**config.mk**
```make
export PLATFORM = sky130hd
export DESIGN_NAME = inst_axi_bridge
export DESIGN_NICKNAME = d
export VERILOG_FILES = /design/src/rtl/inst_axi_bridge.sv
export SDC_FILE = /design/constraint.sdc
export NUM_CORES = 1
export LEC_CHECK = 0
export ABC_AREA = 1
export CORE_ASPECT_RATIO = 1.2
export CORE_MARGIN = 4
export CORE_UTILIZATION = 48
export DETAILED_ROUTE_END_ITERATION = 16
export GPL_TIMING_DRIVEN = 1
export PLACE_DENSITY = 0.95
export SYNTH_ARGS = -nofsm -noshare
export SYNTH_HDL_FRONTEND = slang
export SYNTH_SLANG_ARGS = --single-unit
```
**constraint.sdc**
```tcl
create_clock -name clk -period 2.6 [get_ports clk]
set_clock_uncertainty 0.1 [all_clocks]
set_input_delay 0.39 -clock clk [delete_from_list [all_inputs] [get_ports clk]]
set_output_delay 0.39 -clock clk [all_outputs]
set_load 0.01 [all_outputs]
```
**src/rtl/inst_axi_bridge.sv**
```systemverilog
// Instruction-fetch to AXI4 read bridge: one 16-byte group per request, fetched
// as a 4-beat INCR burst of 32-bit words, with a single fetch in flight.
module inst_axi_bridge #(
    parameter logic [3:0] AXI_ID = 4'd0
) (
    input  logic         clk,
    input  logic         rst,
    input  logic         inst_req,
    input  logic [31:0]  inst_addr,
    output logic         inst_addr_ok,
    output logic         inst_data_ok,
    output logic [127:0] inst_rdata,
    output logic         inst_bus_err,
    output logic [3:0]   arid,
    output logic [31:0]  araddr,
    output logic [7:0]   arlen,
    output logic [2:0]   arsize,
    output logic [1:0]   arburst,
    output logic         arvalid,
    input  logic         arready,
    input  logic [31:0]  rdata,
    input  logic [1:0]   rresp,
    input  logic         rlast,
    input  logic         rvalid,
    output logic         rready
);
    localparam int NUM_WORDS = 4;

    typedef enum logic [1:0] {S_IDLE, S_AR, S_R, S_RESP} state_t;

    state_t                        state, state_nxt;
    logic                          accept, beat, last_beat;
    logic [1:0]                    cnt;
    logic                          err;
    logic [31:0]                   addr_q;
    logic [NUM_WORDS-1:0][31:0]    words;

    assign accept    = inst_req && (state == S_IDLE);
    assign beat      = (state == S_R) && rvalid;
    assign last_beat = beat && (rlast || cnt == 2'd3);

    always_ff @(posedge clk or negedge rst) begin
        if (!rst) state <= S_IDLE;
        else      state <= state_nxt;
    end

    always_comb begin
        state_nxt = state;
        case (state)
            S_IDLE: if (accept)    state_nxt = S_AR;
            S_AR:   if (arready)   state_nxt = S_R;
            S_R:    if (last_beat) state_nxt = S_RESP;
            S_RESP:                state_nxt = S_IDLE;
            default:               state_nxt = S_IDLE;
        endcase
    end

    // A short burst (rlast before the 4th beat) is reported as a bus error.
    always_ff @(posedge clk or negedge rst) begin
        if (!rst) begin
            addr_q <= 32'd0;
            cnt    <= 2'd0;
            err    <= 1'b0;
        end else if (accept) begin
            addr_q <= {inst_addr[31:4], 4'b0000};
            cnt    <= 2'd0;
            err    <= 1'b0;
        end else if (beat) begin
            cnt <= cnt + 2'd1;
            if (rresp != 2'b00 || (rlast && cnt != 2'd3))
                err <= 1'b1;
        end
    end

    // Words are only overwritten by beats, so the group holds after RESP.
    always_ff @(posedge clk or negedge rst) begin
        if (!rst)      words      <= '0;
        else if (beat) words[cnt] <= rdata;
    end

    assign inst_addr_ok = (state == S_IDLE);
    assign inst_data_ok = (state == S_RESP);
    assign inst_rdata   = words;
    assign inst_bus_err = err;

    assign arid    = AXI_ID;
    assign araddr  = addr_q;
    assign arlen   = 8'd3;
    assign arsize  = 3'd2;
    assign arburst = 2'b01;
    assign arvalid = (state == S_AR);
    assign rready  = (state == S_R);
endmodule

```
==> impl_metrics.csv <==
group,metric,value,unit
power_and_ir_drop,clkPwrFrac,21.9,%
power_and_ir_drop,pwr-share-seq,36.0,%
detailed_routing,viasPerCell,4.82,
cts,clk-insertion-delay-late,0.41,ns
cts,cts_buffers,17,
power_and_ir_drop,vdd_drop_max,0.732,mV
cts,root_buffer,"clkbuf_16",
critical_path,rrSetupSlack,0.69,ns
detailed_routing,drt_iter0_markers,408,
placement,place_hpwl,12200,um
yosys,synthCells,632,
hold_path,hold_depth,2,
sta,layout_min_cycle_time,2.23,ns
critical_path,crit_required,2.11,ns
placement,gp_congestion,0.768,
die,core_area,13800,um2
die,die-area,15900,um2
grt,grt_pass1_vias,5166,
die,rows,47,
sta,setup_viol,0,
cells_and_area,syn2layout_area_growth,43.2,%
yosys,synth-seq-cells,161,
sta,timing.slew.headroom,55.9,%
cells_and_area,insertedDiodeCount,0,
placement,place_inst,1012,
cts,clk_path_buf_depth,2,
sta,whs,0.377,ns
placement,pre_cts_slack,0.575,ns
cts,cts.sinks,161,
power_and_ir_drop,leakagePower,0.00460,uW
critical_path,crit_type,"reg -> out",
grt,grt_pass1_wl,26400,um
yosys,ys_seq_area_share,60.0,%
critical_path,cp.arrival,1.74,ns
yosys,syn_avg_cell_area,10.6,um2
yosys,ys_async_sr_fraction,100,%
yosys,yosysUniqueCellTypes,20,
sta,fin_setup_tns,0,ns
yosys,ys_warn_count,0,
power_and_ir_drop,pwr-share-comb,42.0,%
grt,grt_overflow,0,
job,max_cap_viol_count,0,
hold_path,hp-class,"reg -> reg",
yosys,synth_edf_count,0,
detailed_routing,wl_per_cell,16.2,um
die,die_h,138,um
detailed_routing,drt_wl_total,16900,um
critical_path,worstSetupEndpointType,"output pin",
sta,rsz0062_at_grt,"no",
critical_path,cp_max_fo,4,
power_and_ir_drop,p_per_area,1200,nW/um2
yosys,synthTopCellsByArea,"dfrtp_1 (60%), o21ai_2 (13%), nand2_1 (12%), buf_6 (3.9%), buf_4 (2.5%)",
yosys,synth_most_common_cell,"nand2_1",
yosys,synth_ff_type,"dfrtp_1",
cts,cts_setup_buffers,0,
die,die_w,116,um
power_and_ir_drop,p_sw,3830,uW
detailed_routing,num_vias,5042,
cells_and_area,utilization,69.8,%
sta,fin_crit_sh,85.7,%
die,num_io_pins,254,
grt,grt_max_degree,72,
critical_path,start_kind,"flip-flop",
cts,cts_tree,"yes",
grt,antenna_found_initial,0,
yosys,yosysTopAreaCell,"dfrtp_1",
detailed_routing,dr.pass1.iters,4,
cells_and_area,nNetsFinal,941,
sta,clock.fmax,449,MHz
detailed_routing,drc,0,
power_and_ir_drop,switching_share,33.1,%
power_and_ir_drop,power.internal,7740,uW
sta,worst_pin_slew,0.662,ns
yosys,synth_top_area_share,60.0,%
yosys,synth_common_cells,"nand2_1 (223), dfrtp_1 (161), o21ai_2 (99), inv_1 (42), o21ai_1 (29)",
run_status,outcome,"complete, no violations",
sta,drv_slew,0,
cells_and_area,layoutNonFillerInstCount,1045,
detailed_routing,ant_nets,0,
cts,h-tree-depth,4,
cts,path_clk_slew,0.06,ns
placement,portBuffers,228,
cells_and_area,drive_above_1_share,16.8,%
sta,setup_slack,0.373,ns
cells_and_area,nFillCells,943,
grt,gr-usage-all-layers,21.5,%
critical_path,worst-r2r-cell-count,8,
die,initial_core_util,48.8,%
sta,hold_viol_final,0,
yosys,syn-cell-area,6710,um2
## power by group through the flow
stage / combinational [uW] / clock [uW] / sequential, uW
2_1_floorplan: 1740 / 0 / 4610
3_3_place_gp: 4740 / 0 / 4120
3_5_place_dp: 4900 / 0 / 4180
4_1_cts: 4930 / 2580 / 4170
5_1_grt: 5250 / 2700 / 4290
6_report: 4860 / 2530 / 4170
## metrics by stage
stage,total power (uW),instance area [um2]
floorplan,6360,6780
global placement,8860,9000
detailed placement,9080,9000
CTS,11700,9610
global route,12200,9610
finish,11600,9610
## logic make-up after synthesis
group	after synthesis	synth area share, %
buffers and inverters	94	9.21
AOI/OAI and AO/OA	134	15.6
other	2	0.112
and+or+nand+nor	233	13.6
adders and majority gates	8	1.49
DFF	161	60.0
## worst paths after layout
path | from | endpoint
min reg2reg | araddr[22] | araddr[22]
max in group asynchronous | rst | inst_rdata[25]
min in group asynchronous | rst | inst_rdata[83]
max | state[0] | rready
max reg2reg | state[0] | inst_rdata[61]
min | araddr[22] | araddr[22]
## what timing repair did
| item | in CTS | in global routing |
|---|---|---|
| hold buffers | 1 | 0 |
| endpoints found under the hold margin | 67 | 0 |
| gates resized for setup | 0 | 0 |
## layer usage
metal | global-route usage (%) | vias to the layer above | wire length (um)
li1 | - | 2419 | -
met1 | 24.7 | 2419 | 6370
met2 | 36.9 | 172 | 8960
met3 | 6.20 | 32 | 1090
met4 | 9.48 | 0 | 480
met5 | 0 | - | 0
## worst max-delay path, stage by stage, from the launching register on
cell	delay, ns
dfrtp_1	0.41
inv_1	0.09
ha_1	0.24
clkdlybuf4s50_1	0.58
## flip-flops by register name, indices dropped and copies added, names as in the netlist
register / count
cnt: 2
inst_rdata: 128
araddr: 28
state: 2
inst_bus_err: 1
## final cells by class
type / count / area (um2) / area share (%)
Timing Repair Buffer: 242 / 2470 / 25.7
Sequential cell: 161 / 4030 / 41.9
Multi-Input combinational cell: 396 / 2140 / 22.2
Tap cell: 171 / 214 / 2.23
Clock buffer: 24 / 472 / 4.91
Inverter: 43 / 166 / 1.73
Clock inverter: 8 / 129 / 1.34
## cell usage in the layout, fill, tap and decap left out, drive strengths merged, types with 2 or more instances in the layout
| master | instances |
|---|---|
| nand2 | 228 |
| clkdlybuf4s50 | 227 |
| dfrtp | 161 |
| o21ai | 131 |
| inv | 43 |
| clkbuf | 24 |
| conb | 21 |
| buf | 14 |
| ha | 8 |
| clkinvlp | 4 |
| bufinv | 3 |
| a21oi | 2 |
| nand3 | 2 |
| nor2 | 2 |
(Power assumes the default switching activity.)
